File: src/rtl/md_issue_ctrl_pkg.sv
// Shared encodings for the MD issue controller: instruction classes, MD unit
// opcodes and FSM states.
package md_issue_ctrl_pkg;

  typedef enum logic [3:0] {
    ClsNone  = 4'd0,
    ClsMult  = 4'd1,
    ClsMultu = 4'd2,
    ClsDiv   = 4'd3,
    ClsDivu  = 4'd4,
    ClsMfhi  = 4'd5,
    ClsMflo  = 4'd6,
    ClsMthi  = 4'd7,
    ClsMtlo  = 4'd8
  } md_cls_e;

  localparam logic [3:0] MDCNONE = 4'd0;
  localparam logic [3:0] MDCM    = 4'd1;
  localparam logic [3:0] MDCMU   = 4'd2;
  localparam logic [3:0] MDCD    = 4'd3;
  localparam logic [3:0] MDCDU   = 4'd4;

  localparam logic [3:0] MDTNONE = 4'd0;
  localparam logic [3:0] MDTHI   = 4'd1;
  localparam logic [3:0] MDTLO   = 4'd2;

  typedef enum logic [1:0] {
    StIdle   = 2'd0,
    StIssued = 2'd1,
    StRun    = 2'd2
  } md_state_e;

endpackage

File: src/rtl/md_issue_ctrl_cls_decode.sv
// Combinational decode of an MD instruction class into MD unit controls.
// Classes 9-15 decode exactly like "none".
module md_cls_decode
  import md_issue_ctrl_pkg::*;
(
  input  logic [3:0] i_cls,
  output logic [3:0] o_cop,
  output logic [3:0] o_wop,
  output logic       o_rop,
  output logic       o_is_calc,
  output logic       o_is_md
);

  always_comb begin
    o_cop     = MDCNONE;
    o_wop     = MDTNONE;
    o_rop     = 1'b0;
    o_is_calc = 1'b0;
    o_is_md   = 1'b1;
    case (i_cls)
      ClsMult:  begin o_cop = MDCM;  o_is_calc = 1'b1; end
      ClsMultu: begin o_cop = MDCMU; o_is_calc = 1'b1; end
      ClsDiv:   begin o_cop = MDCD;  o_is_calc = 1'b1; end
      ClsDivu:  begin o_cop = MDCDU; o_is_calc = 1'b1; end
      ClsMfhi:  ;
      ClsMflo:  o_rop = 1'b1;
      ClsMthi:  o_wop = MDTHI;
      ClsMtlo:  o_wop = MDTLO;
      default:  o_is_md = 1'b0;
    endcase
  end

endmodule

File: src/rtl/md_issue_ctrl.sv
// E-stage issue/hazard controller in front of the multiply/divide unit.
// Holds the E-stage MD class, drives start/cop/wop/rop and stalls D on MD hazards.
module md_issue_ctrl
  import md_issue_ctrl_pkg::*;
#(
  parameter int unsigned TIMEOUT = 16,
  parameter int unsigned CNT_W   = 5
) (
  input  logic       clk,
  input  logic       reset,
  input  logic [3:0] D_md_cls,
  input  logic       E_flush,
  input  logic       Req,
  input  logic       md_busy,
  output logic       stall_D,
  output logic       md_start,
  output logic [3:0] md_cop,
  output logic [3:0] md_wop,
  output logic       md_rop,
  output logic [3:0] E_md_cls,
  output logic [1:0] state,
  output logic       err
);

  logic [3:0]       r_e_cls;
  md_state_e        r_state, w_state_d;
  logic [CNT_W-1:0] r_cnt, w_cnt_d;
  logic             r_err, w_err_d;

  logic [3:0] w_d_cop, w_d_wop, w_e_cop, w_e_wop;
  logic       w_d_rop, w_d_is_calc, w_d_is_md;
  logic       w_e_rop, w_e_is_calc, w_e_is_md;

  md_cls_decode u_d_dec (
    .i_cls     (D_md_cls),
    .o_cop     (w_d_cop),
    .o_wop     (w_d_wop),
    .o_rop     (w_d_rop),
    .o_is_calc (w_d_is_calc),
    .o_is_md   (w_d_is_md)
  );

  md_cls_decode u_e_dec (
    .i_cls     (r_e_cls),
    .o_cop     (w_e_cop),
    .o_wop     (w_e_wop),
    .o_rop     (w_e_rop),
    .o_is_calc (w_e_is_calc),
    .o_is_md   (w_e_is_md)
  );

  // Only the D-side class test and the E-side controls are needed.
  logic w_unused_dec;
  assign w_unused_dec = ^{w_d_cop, w_d_wop, w_d_rop, w_d_is_calc, w_e_is_md};

  assign md_start = w_e_is_calc & ~Req;
  assign md_cop   = w_e_cop;
  assign md_wop   = Req ? MDTNONE : w_e_wop;
  assign md_rop   = w_e_rop;
  // md_busy lags start by one cycle, so start itself must also stall.
  assign stall_D  = w_d_is_md & (md_start | md_busy);
  assign E_md_cls = r_e_cls;
  assign state    = r_state;
  assign err      = r_err;

  always_comb begin
    w_state_d = r_state;
    w_cnt_d   = r_cnt;
    w_err_d   = r_err;
    unique case (r_state)
      StIdle: begin
        if (md_start) begin
          w_state_d = StIssued;
          w_cnt_d   = '0;
        end
      end
      StIssued: begin
        if (md_busy) begin
          w_state_d = StRun;
          w_cnt_d   = CNT_W'(1);
        end else begin
          w_state_d = StIdle;
          w_err_d   = 1'b1;
        end
        if (md_start) w_err_d = 1'b1;
      end
      StRun: begin
        if (md_busy) begin
          if (r_cnt != '1) w_cnt_d = r_cnt + CNT_W'(1);
        end else begin
          w_state_d = StIdle;
        end
        if (md_start) w_err_d = 1'b1;
      end
      default: w_state_d = StIdle;
    endcase
    if (w_state_d == StRun && w_cnt_d >= CNT_W'(TIMEOUT)) w_err_d = 1'b1;
  end

  always_ff @(posedge clk) begin
    if (reset) begin
      r_e_cls <= ClsNone;
      r_state <= StIdle;
      r_cnt   <= '0;
      r_err   <= 1'b0;
    end else begin
      // A stalled D stage leaves a bubble in E.
      if (Req || E_flush || stall_D) r_e_cls <= ClsNone;
      else                           r_e_cls <= w_d_is_md ? D_md_cls : ClsNone;
      r_state <= w_state_d;
      r_cnt   <= w_cnt_d;
      r_err   <= w_err_d;
    end
  end

endmodule

File: config.mk
export PLATFORM = sky130hd
export DESIGN_NAME = md_issue_ctrl
export DESIGN_NICKNAME = d
export VERILOG_FILES = /design/src/rtl/md_issue_ctrl_pkg.sv /design/src/rtl/md_issue_ctrl_cls_decode.sv /design/src/rtl/md_issue_ctrl.sv
export SDC_FILE = /design/constraint.sdc
export NUM_CORES = 1
export LEC_CHECK = 0
export CAP_MARGIN = 15
export CORE_MARGIN = 5
export CORE_UTILIZATION = 29
export CTS_BUF_LIST = sky130_fd_sc_hd__clkbuf_4
export CTS_CLUSTER_SIZE = 20
export DETAILED_ROUTE_END_ITERATION = 16
export DONT_BUFFER_PORTS = 1
export GPL_ROUTABILITY_DRIVEN = 0
export PLACE_DENSITY = 0.55
export SYNTH_ARGS = -nofsm -noshare
export SYNTH_HDL_FRONTEND = slang
export SYNTH_SLANG_ARGS = --single-unit
File: constraint.sdc
create_clock -name clk -period 1.6 [get_ports clk]
set_input_delay 0.24 -clock clk [delete_from_list [all_inputs] [get_ports clk]]
set_output_delay 0.24 -clock clk [all_outputs]
set_load 0.1 [all_outputs]
Yosys cells after proc, flatten, opt, wreduce, memory -nomap -nowiden. Index checks and enable logic that the tools add are counted.

Register bits: 12. Latch bits: 0. Memory bits (writable): 0. Bits in read-only memories: 0. Input bits: 9. Output and inout bits: 18. Word-level logic and storage cells: 61. Memories: 0.

Add/subtract/negate cells: 1. $mul: 0. Divide/modulo/power cells: 0. Magnitude comparators: 1. Equal/unequal tests: 21. Shift operators: 0. Multiplexer cells: 20. Bitwise logic cells: 5. Reductions and logical operators: 9.

Operator list (count): $eq 4x3->1 const B (7); $mux 5 (4); $eq 4x2->1 const B (4); $pmux 5 s3 (1); $pmux 3 s4 (1); $eq 4x1->1 const B (2); $eq 4x4->1 const B (2); $reduce_or 8->1 (1); $mux 1 (7); $mux 2 (3); $pmux 2 s3 (1); $add 5x1->5 const B (1); $ge 5x5->1 const B (1); $ne 5x5->1 const B (1); $eq 2x2->1 const B (2); $mux 4 (1); $ne 4x4->1 const B (1); $pmux 2 s2 (1); $reduce_or 4->1 (1); $ne 3x3->1 const B (1); $reduce_and 3->1 (1); $reduce_bool 3->1 (1); $reduce_or 3->1 (1); $and 1x1->1 (2); 7 further kinds (9).

Logic depth before layout (Yosys ltp).
Depth after elaboration: 10. Mapped depth: 5. Depth with buffers taken out: 5.

Cells and area by module. A second synthesis with hierarchy kept.

Cells, all modules: 103. Area total of the unflattened synthesis: 845.8 sq um.

Modules (own cells, without submodules): md_issue_ctrl (times used 1, cells an instance 73, area an instance 603.1 sq um, seq. area each 240.2 sq um); md_cls_decode (times used 2, cells an instance 15, area an instance 121.4 sq um, seq. area each 0.0 sq um).

Worst setup path after synthesis. OpenSTA, ideal clock, no wires.

Path kind: reg-to-output. Start: register r_e_cls[2] (netlist: E_md_cls[2]). End: output md_cop[2]. Arrival: 4181 ps. Required time: 1360 ps. Setup slack: -2821 ps. Stages on the path, launching flop included: 2. Path buffers: 0. Path through: dfxtp_1 -> nor4b_1.

Cells in the longest elaborated chain, start to end: 2. Elaborated cells on any way between the ends: 5. Classes of those cells: 4 x eq/ne; 1 x mux.

RTL lines: from (decl) (line md_issue_ctrl.sv:25) `logic [3:0] r_e_cls;`; from (signal assigned) (line md_issue_ctrl.sv:102) `r_e_cls <= ClsNone;`; from (signal assigned) (line md_issue_ctrl.sv:108) `if (Req || E_flush || stall_D) r_e_cls <= ClsNone;`; from (signal assigned) (line md_issue_ctrl.sv:109) `else r_e_cls <= w_d_is_md ? D_md_cls : ClsNone;`; $eq 4x3->1, or another cell as far along; $pmux 3 s4 * (line md_issue_ctrl_cls_decode.sv:20) `case (i_cls)`; to (decl) (line md_issue_ctrl.sv:17) `output logic [3:0] md_cop,`.

Every way passes the cells marked *; elsewhere a longest branch is shown, timed or not.

Worst setup path after layout.
Start: register r_e_cls[0] (netlist: E_md_cls[0]). End: output stall_D.

Cells in the longest elaborated chain, start to end: 6. Elaborated cells on any way between the ends: 9. Classes of those cells: 4 x eq/ne; 1 x mux; 3 x bitwise; 1 x reduce/logical.

RTL lines: $eq 4x1->1, or another cell as far along; $reduce_or 4->1 (no source line) *; $mux 1 * (line md_issue_ctrl_cls_decode.sv:20); $and 1x1->1 * (line md_issue_ctrl.sv:56) `assign md_start = w_e_is_calc & ~Req;`; $or 1x1->1 * (line md_issue_ctrl.sv:61) `assign stall_D = w_d_is_md & (md_start | md_busy);`; $and 1x1->1 * (line md_issue_ctrl.sv:61); to (decl) (line md_issue_ctrl.sv:15) `output logic stall_D,`.

Marked as above.

==> impl_metrics.json <==
{
  "cp_max_fo": 3,
  "synth_cell_type_count": 42,
  "crit_type": "reg2out",
  "max-vdd-ir-drop_mv": 0.5117,
  "drv_cap": 0,
  "routed_via_density": 5.310,
  "path_clk_slew_ns": 0.08,
  "crit_arrival_ns": 1.44,
  "worstPathCellList": "or3_4 > nand3_4 > a21oi_4 > buf_12",
  "p_leak_uw": 0.0004444,
  "clkSinkCount": 12,
  "num_rows": 18,
  "syn_avg_cell_area_um2": 8.190,
  "drv_slew": 0,
  "yosys.area.top_type": "dfxtp_1",
  "ios": 27,
  "initial_core_util": 0.2963,
  "max_freq_mhz": 596.0,
  "grt_pass1_wl_mm": 3.539,
  "die_x_um": 59.85,
  "grt_pass1_vias": 776,
  "synth_enable_flop_cells": 0,
  "hp-start": "reset",
  "violations": "negative setup slack",
  "yosysSeqAreaShare": 0.3333,
  "synth_area_um2": 720.7,
  "netlist_instances": 88,
  "r2r_cells": 6,
  "max_stage_delay_ns": 0.40,
  "ant_nets": 0,
  "yosys-top-cells-area": "dfxtp_1 33%, and2_1 3.5%, o21ai_0 3.5%, buf_4 3.1%, inv_1 3.1%",
  "skew_ns": 0.003500,
  "final_cell_mix": "17 x buf_4, 8 x buf_12, 6 x inv_1, 6 x dfxtp_1",
  "grt_setup_unrepaired": "true",
  "powerDensity_mw_per_mm2": 546.7,
  "power_uw": 657.4,
  "dominantRegCellSynth": "dfxtp_1",
  "r2r-start": "E_md_cls[0]",
  "wl_per_cell_um": 14.82,
  "clk_latency_ns": 0.28,
  "final_common_cell": "buf_4",
  "cts_tree": "built",
  "synth_top_cell_area_share": 0.3333,
  "synth_seq_cells": 12,
  "ys_warn_count": 0,
  "wirelength_mm": 2.149,
  "hp-class": "in2reg",
  "whs_ns": 0.01376,
  "grt_max_degree": 15,
  "nNetsFinal": 126,
  "hold_viol": 0,
  "grtUsageTotal": 0.1331,
  "postCtsHoldBufs": 0,
  "min_period_ns": 1.678,
  "status": "complete, but fails checks",
  "clk_path_buf_depth": 2,
  "drtIter0Drc": 18,
  "cts-root-buf": "clkbuf_4",
  "cp_top_family": "simple AND/OR/NAND/NOR gates",
  "min_path_cells": 1,
  "path_buf_inv": 1,
  "via_count": 770,
  "coreArea_mm2": 0.002432,
  "port_buffers": 0,
  "crit_required_ns": 1.36,
  "antenna_found_initial": 0,
  "async_reset_ff_frac": 0,
  "firstDrtPassIters": 4,
  "critPathLaunchType": "flop",
  "cts_buffers": 3,
  "die_y_um": 59.85,
  "worst_slack_ns": -0.07779,
  "drive_above_1_share": 0.4435,
  "rrSetupSlack_ns": 0.12,
  "dpl.hpwl_mm": 1.483,
  "grt_overflow": 0,
  "slowest_stage": "or3_4",
  "antenna_cells": 0,
  "htreeDepth": 1,
  "drc": 0,
  "setup_total_negative_slack_ns": -0.1047,
  "setup_viol": 2,
  "r2r_end": "E_md_cls[3]",
  "die_area_mm2": 0.003582,
  "area_growth_pct": 66.84,
  "period_share": 1.049,
  "crit_path_end_kind": "primary output",
  "hold-path-endpoint": "state[0]"
}
cell usage after synthesis (all sizes together) (2+ instances only):
master / instances
buf: 5
nor4: 3
nor3: 3
inv: 7
and2: 4
nand4: 3
nand2: 3
a31oi: 2
nor3b: 3
dfxtp: 12
nand3: 4
a21oi: 4
nor2: 5
or3: 2
clkbuf: 2
o21ai: 7
layer usage:
layer,global-route usage,vias to the layer above,part of all wire
met1,0.1464,367,0.41
met5,0,-,0
met4,0.07278,0,0.025
met2,0.2284,26,0.51
li1,-,373,-
met3,0.03672,4,0.052
final cells by class:
cell class | count | area [µm²]
multi-input cells | 64 | 514.2
fillers | 232 | 1230
inverters | 7 | 38.79
repair buffers | 28 | 321.6
flip-flops and latches | 12 | 260.3
well taps | 30 | 37.54
clock buffers | 4 | 30.03
worst max path at each step:
stage               slack, ns  depth (start not counted)        start        end
CTS                     -0.09                          4  E_md_cls[2]    stall_D
global placement         0.17                          4  E_md_cls[2]    stall_D
global route            -0.12                          4  E_md_cls[0]    stall_D
finish                  -0.08                          4  E_md_cls[0]    stall_D
floorplan               -0.43                          2  E_md_cls[3]  md_wop[1]
detailed placement       0.17                          4  E_md_cls[2]    stall_D
worst reg2reg max path: cells and delay by family (launching register included):
family        cells  cell delay, ns
buf+inv           2            0.18
flops             1            0.36
simple gates      4            0.89
timing repair:
action	CTS	global route
pin swaps	2	4
setup buffers	10	1
endpoints found under the setup margin	4	8
resized for setup	2	2
hold endpoints to repair	0	0
where the power goes:
group	internal [µW]	switching (µW)	leakage, µW
logic	37.6	93.1	0.000325
registers	293	4.35	0.000101
clock network	114	115	0.0000184
total	445	213	0.000444
metrics by stage:
| stage | utilization | cells | setup WS [ns] | cell area, µm² |
|---|---|---|---|---|
| 2_1_floorplan | - | 90 | -0.4289 | 848.3 |
| 3_3_place_gp | 0.4419 | 130 | 0.1746 | 1075 |
| 3_5_place_dp | 0.4419 | 130 | 0.1656 | 1075 |
| 4_1_cts | 0.4882 | 144 | -0.08908 | 1187 |
| 5_1_grt | 0.4943 | 145 | -0.1239 | 1202 |
| 6_report | 0.4943 | 145 | -0.07779 | 1202 |
cell families (layout without fill, tap and decap cells):
family                   Yosys count  in the layout  share of synthesized area
AND/OR/NAND/NOR                   34             34                     0.3108
AO/OA/AOI/OAI                     24             24                     0.2153
buffers and inverters             14             39                    0.09374
flip-flops                        12             12                     0.3333
XOR/XNOR                           2              2                    0.02431
adder cells (fa/ha/maj)            1              1                    0.01736
other                              1              3                   0.005203
Note: power is estimated with default switching activity, not from simulation.
